### config.mk
export PLATFORM = sky130hd
export DESIGN_NAME = stencil_window_sum
export DESIGN_NICKNAME = d
export VERILOG_FILES = /design/src/rtl/stencil_window_sum_pkg.sv /design/src/rtl/stencil_window_sum_line_buffer.sv /design/src/rtl/stencil_window_sum.sv
export SDC_FILE = /design/constraint.sdc
export NUM_CORES = 1
export LEC_CHECK = 0
export ABC_AREA = 1
export CELL_PAD_IN_SITES_DETAIL_PLACEMENT = 1
export CELL_PAD_IN_SITES_GLOBAL_PLACEMENT = 2
export CORE_MARGIN = 2
export CORE_UTILIZATION = 45
export DETAILED_ROUTE_END_ITERATION = 8
export DONT_BUFFER_PORTS = 1
export GPL_TIMING_DRIVEN = 0
export PLACE_DENSITY_LB_ADDON = 0.1
export SLEW_MARGIN = 10
export SYNTH_ARGS = -nofsm -noshare
export SYNTH_HDL_FRONTEND = slang
export SYNTH_SLANG_ARGS = --single-unit
### constraint.sdc
create_clock -name clk -period 36.3 [get_ports clk]
set_input_delay 5.445 -clock clk [delete_from_list [all_inputs] [get_ports clk]]
set_output_delay 5.445 -clock clk [all_outputs]
set_load 0.005 [all_outputs]
### src/rtl/stencil_window_sum_pkg.sv
// stencil_pkg: width helpers shared by the KxK box-sum stencil.
// Optional feature macro (used by the top): STENCIL_SAT_EN.
package stencil_pkg;

    // Ceiling log2, with a floor of 0 for n <= 1.
    function automatic int clog2(input int n);
        int r;
        r = 0;
        for (int i = 0; i < 32; i++) begin
            if ((1 << r) < n) r++;
        end
        return r;
    endfunction

    // Accumulator width that cannot overflow for K*K unsigned taps.
    function automatic int acc_w(input int data_w, input int k);
        return data_w + clog2(k * k);
    endfunction

    // Counter width able to hold 0..n-1, never narrower than 1 bit.
    function automatic int cnt_w(input int n);
        return (clog2(n) < 1) ? 1 : clog2(n);
    endfunction

    // Counter types for the default 64x64 frame; the top sizes its own
    // counters from IMG_W/IMG_H with cnt_w().
    typedef logic [cnt_w(64)-1:0] col_t;
    typedef logic [cnt_w(64)-1:0] row_t;

endpackage

### src/rtl/stencil_window_sum_line_buffer.sv
// stencil_line_buffer: DEPTH-entry delay line that shifts only when enabled.
// The output is the sample pushed DEPTH enables ago, i.e. the pixel one row up.
module stencil_line_buffer
    import stencil_pkg::*;
#(
    parameter int DATA_W = 16,
    parameter int DEPTH  = 64
) (
    input  logic              clk,
    input  logic              en,
    input  logic [DATA_W-1:0] din,
    output logic [DATA_W-1:0] dout
);

    logic [DATA_W-1:0] mem_q [DEPTH];
    logic [DATA_W-1:0] mem_d [DEPTH];

    // Next state: shift the whole line by one on enable, otherwise hold.
    always_comb begin
        mem_d = mem_q;
        if (en) begin
            mem_d[0] = din;
            for (int i = 1; i < DEPTH; i++) mem_d[i] = mem_q[i-1];
        end
    end

    // Storage needs no reset: stale contents are masked by the row counter.
    always_ff @(posedge clk) begin
        mem_q <= mem_d;
    end

    assign dout = mem_q[DEPTH-1];

endmodule

### src/rtl/stencil_window_sum.sv
// stencil_window_sum: streaming KxK box sum over a raster image with
// valid/ready handshakes, edge masking and frame-end marking.
// Optional macro STENCIL_SAT_EN: saturate the sum to DATA_W bits instead of wrapping.
module stencil_window_sum
    import stencil_pkg::*;
#(
    parameter int DATA_W = 16,
    parameter int K      = 3,
    parameter int IMG_W  = 64,
    parameter int IMG_H  = 64
) (
    input  logic              clk,
    input  logic              reset,
    input  logic [DATA_W-1:0] in_data,
    input  logic              in_valid,
    output logic              in_ready,
    output logic [DATA_W-1:0] out_data,
    output logic              out_valid,
    input  logic              out_ready,
    output logic              out_last
);

    localparam int ACC_W = acc_w(DATA_W, K);
    localparam int COL_W = cnt_w(IMG_W);
    localparam int ROW_W = cnt_w(IMG_H);

    logic [COL_W-1:0]  col_q, col_d;
    logic [ROW_W-1:0]  row_q, row_d;
    logic [DATA_W-1:0] out_data_q, out_data_d;
    logic              out_valid_q, out_valid_d;
    logic              out_last_q, out_last_d;

    // Window columns older than the incoming one; column 0 is the newest.
    logic [K-1:0][K-2:0][DATA_W-1:0] win_q, win_d;

    // tap[0] is the incoming pixel, tap[r] the same column r rows up.
    logic [DATA_W-1:0] tap [K];
    logic [ACC_W-1:0]  acc;
    logic [DATA_W-1:0] sum_out;
    logic              accept, complete, frame_end;

    assign in_ready  = reset & (!out_valid_q | out_ready);
    assign accept    = in_valid & in_ready;
    assign complete  = (row_q >= ROW_W'(K-1)) && (col_q >= COL_W'(K-1));
    assign frame_end = (row_q == ROW_W'(IMG_H-1)) && (col_q == COL_W'(IMG_W-1));
    assign tap[0]    = in_data;

    // Chain of K-1 line buffers, each adding one row of delay.
    for (genvar g = 1; g < K; g++) begin : g_lb
        stencil_line_buffer #(.DATA_W(DATA_W), .DEPTH(IMG_W)) u_lb (
            .clk  (clk),
            .en   (accept),
            .din  (tap[g-1]),
            .dout (tap[g])
        );
    end

    // Adder tree over the incoming column plus the K-1 stored columns.
    always_comb begin
        acc = '0;
        for (int r = 0; r < K; r++) begin
            acc = acc + ACC_W'(tap[r]);
            for (int c = 0; c < K-1; c++) acc = acc + ACC_W'(win_q[r][c]);
        end
    end

`ifdef STENCIL_SAT_EN
    assign sum_out = (|acc[ACC_W-1:DATA_W]) ? '1 : acc[DATA_W-1:0];
`else
    logic acc_hi_unused;
    assign acc_hi_unused = |acc[ACC_W-1:DATA_W];
    assign sum_out       = acc[DATA_W-1:0];
`endif

    // Next state: raster counters, window shift and output register load/drain.
    always_comb begin
        col_d       = col_q;
        row_d       = row_q;
        win_d       = win_q;
        out_data_d  = out_data_q;
        out_valid_d = out_valid_q;
        out_last_d  = out_last_q;
        if (out_valid_q && out_ready) out_valid_d = 1'b0;
        if (accept) begin
            if (col_q == COL_W'(IMG_W-1)) begin
                col_d = '0;
                row_d = (row_q == ROW_W'(IMG_H-1)) ? '0 : row_q + 1'b1;
            end else begin
                col_d = col_q + 1'b1;
            end
            for (int r = 0; r < K; r++) begin
                win_d[r][0] = tap[r];
                for (int c = 1; c < K-1; c++) win_d[r][c] = win_q[r][c-1];
            end
            if (complete) begin
                out_data_d  = sum_out;
                out_valid_d = 1'b1;
                out_last_d  = frame_end;
            end
        end
    end

    // Control and output registers, synchronous active-low reset.
    always_ff @(posedge clk) begin
        if (!reset) begin
            col_q       <= '0;
            row_q       <= '0;
            out_data_q  <= '0;
            out_valid_q <= 1'b0;
            out_last_q  <= 1'b0;
        end else begin
            col_q       <= col_d;
            row_q       <= row_d;
            out_data_q  <= out_data_d;
            out_valid_q <= out_valid_d;
            out_last_q  <= out_last_d;
        end
    end

    // Window datapath; contents before the first full window are masked.
    always_ff @(posedge clk) begin
        win_q <= win_d;
    end

    assign out_data  = out_data_q;
    assign out_valid = out_valid_q;
    assign out_last  = out_last_q;

endmodule

==> impl_metrics.ini, run 1 <==
[placed_design]
placed_area_sq_mm = 0.0700
routabilityCongestion = 0.748
numPortBuffers = 0
post-place-ws_ps = 24960
place_inst = 4595
place_hpwl_um = 42500

[floorplan]
num_rows = 141
pin_count = 39
dieArea_sq_mm = 0.152
die_w_um = 390
start_util_pct = 45.4
chipHeight_um = 390
core-area_sq_mm = 0.148

[finish]
final_area_sq_mm = 0.0765
final_nets = 3012
area_growth_pct = 13.8
fin_cells = 4974
antennaDiodeCount = 0
layout-drive-gt1-share_pct = 10.1

[worst_setup_path]
crit_slowest_cell = a21oi_4
worstPathMaxFanout = 10
crit_family = buffers and inverters
max_stage_delay_ps = 170
cp-start-kind = input port
crit_chain = buf_4 -> inv_4 -> a21oi_4
cp_num_buf_inv = 2
arrival_ps = 5880
crit_required_ps = 30850
end_kind = output pin
worstSetupPathType = in2out

[sta]
worstMarginPinSlew_ps = 946
fin_hold_ws_ps = 406
fin_crit_sh_pct = 31.2
finClkSkew_ps = 18.1
hold_violations = 0
fin_tns_setup_ps = 0
setup_slack_ps = 24970
fmax_mhz = 88.3
fin_crit_ps = 11330
slew_violations = 0
rsz0062_at_grt = no
relSlewSlack_pct = 36.9
setup_viol = 0

[clock_tree]
path_clk_slew_ps = 60
cts_buffers = 204
clock-sinks = 2110
cts_hold_buf = 0
cts_setup_buffers = 0
root_buffer = clkbuf_16
cts_buffer_depth = 3
cts.repair.resized = 0
tritoncts = yes
cts-htree-levels = 4
clk_latency_ps = 790

[worst_hold_path]
hold_path.class = reg2reg

[global_routing]
grt_pass1_vias = 24600
grt-ovfl-total = 0
grt_pass1_wl_um = 147000
antenna_found_initial = 9
track_usage_pct = 12.3
grt_start_max_net_pins = 179

[logic_synthesis]
ys_types = 36
synth_area_sq_mm = 0.0672
ys_warn_count = 0
synth-seq-cells = 2110
seq_area_frac_synth_pct = 93.8
syn-num-nets = 2792
syn_area_per_cell_sq_um = 25.4
syn_inst = 2651

[route]
wl_um = 88000
wl_met3_um = 5340
num_vias = 23300
routed.top_layer = met5
postRouteAntennaNets = 0
met2_length_um = 35800
vias_per_cell = 4.69
drtIter0Drc = 1906
wl_met1_um = 44500
drc = 0
wire_per_inst_um = 17.7
drt-pass1-iter-count = 5

[power_and_ir_drop]
power_frac_clock_pct = 39.4
comb_power_share_pct = 6.2
pwr-share-seq_pct = 54.4
leakagePower_uw = 0.0255
internal_power_uw = 4050
p_sw_share_pct = 21.5
ir_worst_vdd_uv = 46.6
p_per_area_mw_per_mm2 = 67.4
p_sw_uw = 1110

[outcome]
status = finished clean

[flow_run]
maxCapViolations = 0
## cell usage after synthesis, drive strengths merged
cell type	instances	share of area (%)
nand2	76	0.44
o21bai	3	0.034
o21ai	22	0.16
a31oi	1	0.0093
buf	3	0.039
and3	1	0.0093
nand3	21	0.18
nand4	2	0.028
dfxtp	30	0.89
xnor2	6	0.078
a21oi	25	0.20
xor2	9	0.12
a21o	2	0.022
clkbuf	1	0.0056
o211ai	1	0.011
nand3b	1	0.011
ha	20	0.37
o221ai	1	0.013
fa	101	3.0
nor4	2	0.028
edfxtp	2080	93
clkinv	2	0.015
nor2	41	0.23
nor3	6	0.061
inv	192	1.1
nor3b	2	0.022
## worst paths after layout
| kind | from | endpoint | slack [ps] | depth (start not counted) |
|---|---|---|---|---|
| max | reset | in_ready | 24970 | 3 |
| min | g_lb[2].u_lb.mem_q[953] | g_lb[2].u_lb.mem_q[937] | 410 | 0 |
| min reg2reg | g_lb[2].u_lb.mem_q[953] | g_lb[2].u_lb.mem_q[937] | 410 | 0 |
| max reg2reg | out_valid | g_lb[1].u_lb.mem_q[990] | 31250 | 8 |
## placed cells by master, fill, tap and decap left out, types with 2 or more instances in the layout
master      netlist  routed
clkinv_2          2      37
nand3_1          20      20
fa_1            101     101
inv_4             2       2
a21oi_1          24      24
clkinv_8          0       6
clkbuf_1          1      46
o21ai_1           6       6
nor3b_1           2       2
nor3_1            5       5
clkinv_1          0      55
a21o_1            2       2
bufinv_16         0      18
inv_6             0       5
buf_4             2       2
nor2_1           41      41
clkinvlp_4        0       6
xnor2_1           6       6
dfxtp_1          30      30
o21bai_1          3       3
xor2_1            9       9
clkbuf_16         0     206
nand2_1          74      74
edfxtp_1       2080    2080
inv_1           190     190
ha_1             20      20
clkinv_16         0       2
buf_16            0      14
o21ai_0          16      16
## area by class of cell
class	instances	area [sq um]
flip-flops and latches	2110	63100
well taps	1930	2410
inverters	194	747
clock buffers	251	5320
repair buffers	14	385
multi-input cells	343	3380
fillers	12500	71500
clock inverters	128	1170
plain buffers	4	30.0
## power groups by stage
stage                     Combinational (uW)  Sequential, uW  Clock [uW]
final                                    318            2810        2030
after CTS                                327            2810        2120
after global routing                     368            2820        2200
after global placement                   310            3010           0
after detailed placement                 326            2850           0
after floorplan                          217            2960           0
## state kept, by name (all words and copies together) (netlist names)
signal           flops
g_lb.u_lb.mem_q   1968
win_q               80
g_lb.u_lb.dout      32
out_data            16
col_q                6
row_q                6
out_last             1
out_valid            1
## per-layer routing
layer / global-route usage, % / vias up
met3: 4.04 / 192
met4: 4.53 / 10
met5: 0 / -
li1: - / 10600
met1: 19.7 / 12100
met2: 15.3 / 331
## logic make-up (layout without fill, tap and decap cells)
family | Yosys count | after routing | synth area share, %
xor gates and xnor gates | 15 | 15 | 0.195
and+or+nand+nor | 152 | 152 | 1.00
adders and majority gates | 121 | 121 | 3.38
AOI/OAI and AO/OA | 55 | 55 | 0.456
DFF | 2110 | 2110 | 93.8
buffers and inverters | 198 | 591 | 1.14
## through the flow
step | utilization, % | power [uW]
after floorplan | - | 3180
after global placement | 47.0 | 3320
after detailed placement | 47.3 | 3180
after CTS | 51.7 | 5250
after global routing | 51.7 | 5380
final | 51.7 | 5160
(Power assumes the default switching activity.)
==> run 2, diff against run 1 <==
==> constraint.sdc (replaced) <==
create_clock -name clk -period 10.7 [get_ports clk]
set_input_delay 1.605 -clock clk [delete_from_list [all_inputs] [get_ports clk]]
set_output_delay 1.605 -clock clk [all_outputs]
set_load 0.005 [all_outputs]
==> impl_metrics.ini, run 2 (synthesis results as in run 1) <==
[power_and_ir_drop]
ir_worst_vdd_uv = 160
p_per_area_mw_per_mm2 = 228
leakagePower_uw = 0.0253

[route]
vias_per_cell = 4.70
drt-pass1-iter-count = 5
wl_um = 86600
drtIter0Drc = 2056
drc = 0
postRouteAntennaNets = 0
num_vias = 23400
wire_per_inst_um = 17.4

[finish]
layout-drive-gt1-share_pct = 9.59
largest_register_ffs = 1968
layout.cells.most_common = edfxtp_1
final_area_sq_mm = 0.0763
top_register = g_lb.u_lb.mem_q
final_nets = 3010
final_cell_mix = 2080 x edfxtp_1, 210 x clkbuf_16, 190 x inv_1
area_growth_pct = 13.5

[worst_hold_path]
hold_path.class = reg2reg
min_from = g_lb[2].u_lb.mem_q[276]
whs_endpoint = g_lb[2].u_lb.mem_q[260]
whs_path_depth = 0

[worst_setup_path]
arrival_ps = 6260
rr_startpoint = out_valid
crit_chain = buf_4 -> inv_4 -> a21oi_4 -> nand2_4 -> clkinv_16 -> buf_16 -> buf_16 -> buf_16 -> buf_16 -> buf_16 -> buf_16
worst_path_most_repeated_cell = buf_16
rrSetupSlack_ps = 5520
worstPathMaxFanout = 222
crit_cells = 11
crit_family = buffers and inverters
cp-start-kind = input port
crit_required_ps = 11080
worstRegToRegCells = 9
max_stage_delay_ps = 670
cp_num_buf_inv = 9
reg2reg_to = g_lb[1].u_lb.mem_q[650]
crit_slowest_cell = buf_16
worstSetupPathType = in2reg
end_kind = register

[clock_tree]
tritoncts = yes
cts_buffers = 205
cts_hold_buf = 0
clk_latency_ps = 780
path_clk_slew_ps = 60
cts.repair.resized = 0
cts_buffer_depth = 3
cts-htree-levels = 4
clock-sinks = 2110
cts_setup_buffers = 0
root_buffer = clkbuf_16

[floorplan]
core-area_sq_mm = 0.148
chipHeight_um = 390
dieArea_sq_mm = 0.152
pin_count = 39
die_w_um = 390
start_util_pct = 45.4
num_rows = 141

[placed_design]
placed_area_sq_mm = 0.0699
numPortBuffers = 0
place_hpwl_um = 40000
routabilityCongestion = 0.744

[global_routing]
grt-ovfl-total = 0
grt_pass1_wl_um = 145000
grt.busiest_layer = met1
grt_util_met3_pct = 3.85
antenna_found_initial = 9
met1_usage_pct = 19.7
track_usage_pct = 12.1
grt_pass1_vias = 24300
grt_start_max_net_pins = 285
use_met2_pct = 14.9

[flow_run]
maxCapViolations = 0

[sta]
fin_crit_sh_pct = 54.9
fin_hold_ws_ps = 406
setup_viol = 0
worstMarginPinSlew_ps = 1160
hold_violations = 0
relSlewSlack_pct = 22.4
rsz0062_at_grt = no
fin_crit_ps = 5880
finClkSkew_ps = 27.2
slew_violations = 0
fmax_mhz = 170

[outcome]
status = finished clean
run 2: worst max-delay path by stage:
stage / startpoint / to / slack (ps)
2_1_floorplan: reset / out_data[11] / 1340
3_3_place_gp: reset / g_lb[1].u_lb.mem_q[681] / -1130
3_5_place_dp: reset / g_lb[2].u_lb.mem_q[569] / 3930
4_1_cts: reset / g_lb[1].u_lb.mem_q[666] / 4870
5_1_grt: reset / g_lb[2].u_lb.mem_q[489] / 4280
6_report: reset / g_lb[1].u_lb.mem_q[650] / 4820
run 2: final cells by class:
type                            count  area (sq um)
Antenna cell                        1          2.50
Buffer                              4          30.0
Clock buffer                      269          5480
Clock inverter                    103           847
Fill cell                       12500         71700
Inverter                          194           761
Multi-Input combinational cell    343          3380
Sequential cell                  2110         63100
Tap cell                         1930          2410
Timing Repair Buffer               11           303
run 2: per-stage QoR:
| stage | power [uW] | utilization [%] | TNS (ps) | setup slack (ps) | instances |
|---|---|---|---|---|---|
| floorplan | 10500 | - | 0 | 1340 | 2651 |
| global placement | 10900 | 47.0 | -1734470 | -1130 | 4581 |
| detailed placement | 10800 | 47.2 | 0 | 3930 | 4590 |
| CTS | 17700 | 51.5 | 0 | 4870 | 4962 |
| global route | 18100 | 51.5 | 0 | 4280 | 4964 |
| finish | 17400 | 51.5 | 0 | 4820 | 4965 |
run 2: power by group:
| group | switching (uW) | leakage, uW | internal (uW) |
|---|---|---|---|
| Combinational | 766 | 0.00251 | 346 |
| Sequential | 94.9 | 0.0198 | 9420 |
| Clock | 2890 | 0.00307 | 3840 |
run 2: routing by layer:
metal | vias to the layer above | wire, um
met2 | 342 | 35200
met3 | 204 | 5290
met1 | 12200 | 43600
met5 | - | 93
met4 | 14 | 2410
li1 | 10600 | -
==> RTL edit 1 (settings of run 1) <==
`out_data_q` no longer has a reset.
--- a/src/rtl/stencil_window_sum.sv
+++ b/src/rtl/stencil_window_sum.sv
@@ -106,5 +106,4 @@
             col_q       <= '0;
             row_q       <= '0;
-            out_data_q  <= '0;
             out_valid_q <= 1'b0;
             out_last_q  <= 1'b0;
@@ -112,8 +111,11 @@
             col_q       <= col_d;
             row_q       <= row_d;
-            out_data_q  <= out_data_d;
             out_valid_q <= out_valid_d;
             out_last_q  <= out_last_d;
         end
+    end
+
+    always_ff @(posedge clk) begin
+        out_data_q <= out_data_d;
     end
 
Behaviour: same outputs for any inputs over 10 cycles, from zero or initial values and one cycle with reset low; that may be too few to reach the edited logic, so the function may still have changed.
==> RTL edit 1 against run 1 <==
- synthesized cell count decreased by 1.6%
- maximum frequency increased by 2.0%
- non-clock buffer count decreased by 5
- total power increased by 0.35%
- wire length decreased by 2.5%
- final cell count decreased by 0.84%
- count of clock-buffer cells in the layout increased by 14
- sequential share of layout area increased by 0.34 points
- via count decreased by 1.3%
- sequential cell count unchanged
- area after synthesis about the same
- setup slack improved by 0.22 ns
- global-route usage decreased by 0.25 points
- final area decreased by 0.16%
==> RTL edit 1: results (changes against run 1) <==
[setup_path]
crit_family = compound AO/OA/AOI/OAI gates
critPathMaxFanout = 9  ; -1
arrival_ns = 5.66  ; -0.22 ns
ff2ff_setup_slack_ns = 31.42  ; +0.17 ns
crit_slowest_cell = a21oi_1

[global_route]
grt_start_max_net_pins = 198  ; +11%
antenna_found_initial = 6  ; -3
first_global_vias = 24000  ; -2.2%
grt_pass1_wl_um = 144000  ; -2.1%
track_usage_pct = 12.0  ; -0.25 points

[timing]
tightestPinTransition_ns = 1.05  ; +0.101 ns
skew_ns = 0.0207  ; +0.00266 ns
min_period_ns = 11.10  ; -0.224 ns

[synth]
synth-xor-area-share_pct = 0.235  ; +0.039 points
synth_commonest_cells = 2096 x edfxtp_1, 188 x inv_1, 101 x fa_1
yosys.area_share.adder_pct = 3.38  ; about the same
ys_top_cells_by_area = edfxtp_1 94%, fa_1 3.0%, inv_1 1.1%
synth-edff-count = 2096  ; +0.77%
synth_compound_area_share_pct = 0.257  ; -0.20 points
yosys.cell_types.count = 29  ; -19%

[pwr]
peakVddDrop_mv = 0.0471  ; +1.2%
p_seq_w = 0.00282  ; about the same
switching_share_pct = 21.9  ; +0.35 points
p_clk_share_pct = 39.1  ; -0.3 points
p_leak_nw = 25.3  ; -0.47%

[finish]
nNetsFinal = 2972  ; -1.3%
fillers = 12400  ; -0.83%
top_register = g_lb.u_lb.mem_q
drive_gt1_share_pct = 9.93  ; -0.16 points

[placement]
placed_area_mm2 = 0.0699  ; -0.15%
gp_congestion = 0.717  ; -4.2%
dp_hpwl_um = 39800  ; -6.4%

[route]
drt_pass1_iterations = 5  ; unchanged
finalWirelength_um = 85800  ; -2.5%
vias_per_cell = 4.67  ; -0.41%
drtIter0Drc = 1909  ; +0.16%

[run_status]
status = finished, final reports clean

[cts]
cts_made_buffers = 209  ; +2.5%

RTL edit 1: cell types whose count changed after synthesis, moves of 3 or more:
| cell | change |
|---|---|
| nor2_1 | -24 |
| edfxtp_1 | +16 |
| a21oi_1 | -7 |
| nand3_1 | +5 |
| xor2_1 | +5 |
| dfxtp_1 | -16 |
| o21ai_0 | -6 |
| nor2_2 | +3 |
| o21ai_1 | -6 |
RTL edit 1: final timing paths:
| kind | depth (start not counted) | end | start |
|---|---|---|---|
| worst min register to register | 0 | g_lb[1].u_lb.mem_q[170] | g_lb[1].u_lb.mem_q[186] |
| worst min-delay path | 0 | g_lb[1].u_lb.mem_q[170] | g_lb[1].u_lb.mem_q[186] |
| worst max register to register | 13 | out_data[15] | g_lb[1].u_lb.dout[6] |
| worst max-delay path | 2 | in_ready | reset |
RTL edit 1: routing by layer:
metal | global-route usage [%] | wire length (um) | up-vias
met5 | 0 | 58 | -
met4 | 4.44 | 2450 | 8
met3 | 3.48 | 4430 | 198
met2 | 15.1 | 35300 | 357
met1 | 19.6 | 43600 | 12000
li1 | - | - | 10500
RTL edit 1: metrics by stage:
step	utilization (%)	std cells	hold WS, ns	power (W)
finish	51.6	4932	0.406	0.00517
global route	51.6	4932	0.410	0.00540
CTS	51.6	4932	0.401	0.00528
detailed placement	47.2	4550	0.405	0.00321
global placement	47.0	4538	0.405	0.00325
floorplan	-	2608	0.400	0.00312
RTL edit 1: final cells by class:
cell class | instances | share of cell area [%]
clock buffers | 265 | 7.15
flip-flops and latches | 2110 | 82.8
inverters | 190 | 0.940
repair buffers | 12 | 0.432
multi-input cells | 307 | 4.19
plain buffers | 1 | 0.0360
clock inverters | 117 | 1.33
well taps | 1930 | 3.16
==> RTL edit 2 (flow settings as in run 1) <==
Made on the original files. Build with the macro `STENCIL_SAT_EN` defined.
--- a/src/rtl/stencil_window_sum.sv
+++ b/src/rtl/stencil_window_sum.sv
@@ -2,4 +2,6 @@
 // valid/ready handshakes, edge masking and frame-end marking.
 // Optional macro STENCIL_SAT_EN: saturate the sum to DATA_W bits instead of wrapping.
+`define STENCIL_SAT_EN
+
 module stencil_window_sum
     import stencil_pkg::*;
Behaviour: no difference found for any inputs over 10 cycles, from zero or initial values and one cycle with reset low; that may be too few to reach the edited logic, so the function may still have changed.
==> RTL edit 2 against run 1 <==
- count of clock-buffer cells in the layout rose by 7
- final area grew 1.4%
- maximum frequency fell by 2.6%
- wire length rose by 1.7%
- sequential cell count stayed put
- register-to-register slack gained 0.29 ns
- total power rose by 4.0%
- area after synthesis is 0.95% higher
- setup slack worse by 0.30 ns
- sequential share of layout area decreased by 1.1 points
- critical path type unchanged
- critical endpoint unchanged
==> RTL edit 2: results (changes against run 1) <==
[setup_path]
arrival_ns = 6.18  ; +0.30 ns

[cts]
cts_setup_buffers = 0  ; unchanged
cts_made_buffers = 206  ; +0.98%
ctsResizeCount = 0  ; unchanged
h-tree-depth = 4  ; unchanged
cts_buffer_depth = 3  ; unchanged
path_clk_slew_ns = 0.06  ; about the same

[synth]
yosys.cell_types.count = 35  ; -2.8%
yosys.area_share.adder_pct = 3.71  ; +0.33 points
ys_top_cells_by_area = edfxtp_1 92%, fa_1 3.2%, inv_1 1.2%
syn-num-nets = 2902  ; +3.9%
yosysSeqAreaShare_pct = 92.9  ; -0.88 points
ys_async_sr_fraction_pct = 0  ; unchanged
synth_compound_area_share_pct = 0.400  ; -0.056 points
synthMuxAreaShare_pct = 0  ; unchanged
yosysWarningCount = 0  ; unchanged
synth-xor-area-share_pct = 0.103  ; -0.092 points
synth_commonest_cells = 2080 x edfxtp_1, 210 x inv_1, 110 x fa_1

[placement]
portBuffers = 0  ; unchanged
gp_congestion = 0.771  ; +3.1%
dp_hpwl_um = 45600  ; +7.3%

[route]
drtAntennaViolNets = 0  ; unchanged
post_drt_wl_per_cell_um = 17.4  ; -2.0%
drtIter0Drc = 1934  ; +1.5%
num_vias = 23900  ; +2.6%

[global_route]
track_usage_pct = 12.5  ; +0.20 points
antenna_found_initial = 8  ; -1
grt_pass1_wl_um = 150000  ; +2.2%
first_global_vias = 25400  ; +3.3%
grt_start_max_net_pins = 139  ; -22%

[timing]
relSlewSlack_pct = 53.5  ; +17 points
skew_ns = 0.0295  ; +0.0114 ns

[die]
initial_core_util_pct = 45.3  ; -0.11 points

[pwr]
p_leak_nw = 25.9  ; +1.6%
p_sw_w = 0.00121  ; +8.9%
peakVddDrop_mv = 0.0468  ; +0.43%

[finish]
fillers = 12700  ; +1.8%
nNetsFinal = 3128  ; +3.9%
largest_reg_flops = 1968  ; unchanged
drive_gt1_share_pct = 11.4  ; +1.3 points

[run_status]
status = finished, final reports clean

-- RTL edit 2: cell count changes in the layout (fill, tap and decap cells not counted), moves of 6 or more --
| cell | delta |
|---|---|
| nand2_1 | +35 |
| inv_1 | +20 |
| nand3_2 | +15 |
| nand2_2 | +13 |
| a21oi_1 | +12 |
| o21ai_0 | -10 |
| fa_1 | +9 |
| clkinv_1 | -8 |
| clkinv_2 | -6 |
| inv_2 | +6 |
-- RTL edit 2: cell type report --
| cell class | count | area share, % |
|---|---|---|
| Sequential cell | 2110 | 81.3 |
| Clock buffer | 258 | 7.00 |
| Multi-Input combinational cell | 411 | 5.04 |
| Tap cell | 2016 | 3.25 |
| Clock inverter | 120 | 1.61 |
| Inverter | 218 | 1.06 |
| Timing Repair Buffer | 18 | 0.639 |
| Buffer | 8 | 0.0758 |
| Antenna cell | 2 | 0.00645 |
-- RTL edit 2: critical path, cell delays in order --
cell and delay (ns):
buf_2 0.20, inv_1 0.08, clkbuf_1 0.22, a21oi_1 0.22
-- RTL edit 2: layer usage --
metal | global-route usage [%] | wire, um
met5 | 0 | 25
met4 | 4.16 | 2270
met3 | 3.62 | 4640
met2 | 16.1 | 37600
met1 | 20.0 | 45000
-- RTL edit 2: power by group through the flow --
stage	logic [W]	clock network (W)	registers [W]
after floorplan	0.000360	0	0.00295
after global placement	0.000475	0	0.00300
after detailed placement	0.000489	0	0.00286
after CTS	0.000492	0.00217	0.00281
after global routing	0.000548	0.00225	0.00282
final	0.000477	0.00208	0.00281
-- RTL edit 2: metrics by stage --
| step | utilization (%) | setup WS [ns] | hold slack, ns | instances | area (um^2) |
|---|---|---|---|---|---|
| 2_1_floorplan | - | 4.72 | 0.400 | 2747 | 67800 |
| 3_3_place_gp | 47.0 | -6.74 | 0.401 | 4763 | 70400 |
| 3_5_place_dp | 47.3 | 24.67 | 0.405 | 4781 | 70900 |
| 4_1_cts | 51.8 | 24.67 | 0.396 | 5159 | 77600 |
| 5_1_grt | 51.8 | 24.58 | 0.407 | 5159 | 77600 |
| 6_report | 51.8 | 24.68 | 0.395 | 5161 | 77600 |
-- RTL edit 2: final timing paths --
path | start | end | slack (ns) | depth (start not counted)
worst max-delay path | reset | in_ready | 24.68 | 4
worst max register to register | g_lb[2].u_lb.dout[2] | out_data[8] | 31.54 | 19
worst min register to register | g_lb[2].u_lb.mem_q[880] | g_lb[2].u_lb.mem_q[864] | 0.39 | 0
worst min-delay path | g_lb[2].u_lb.mem_q[880] | g_lb[2].u_lb.mem_q[864] | 0.39 | 0
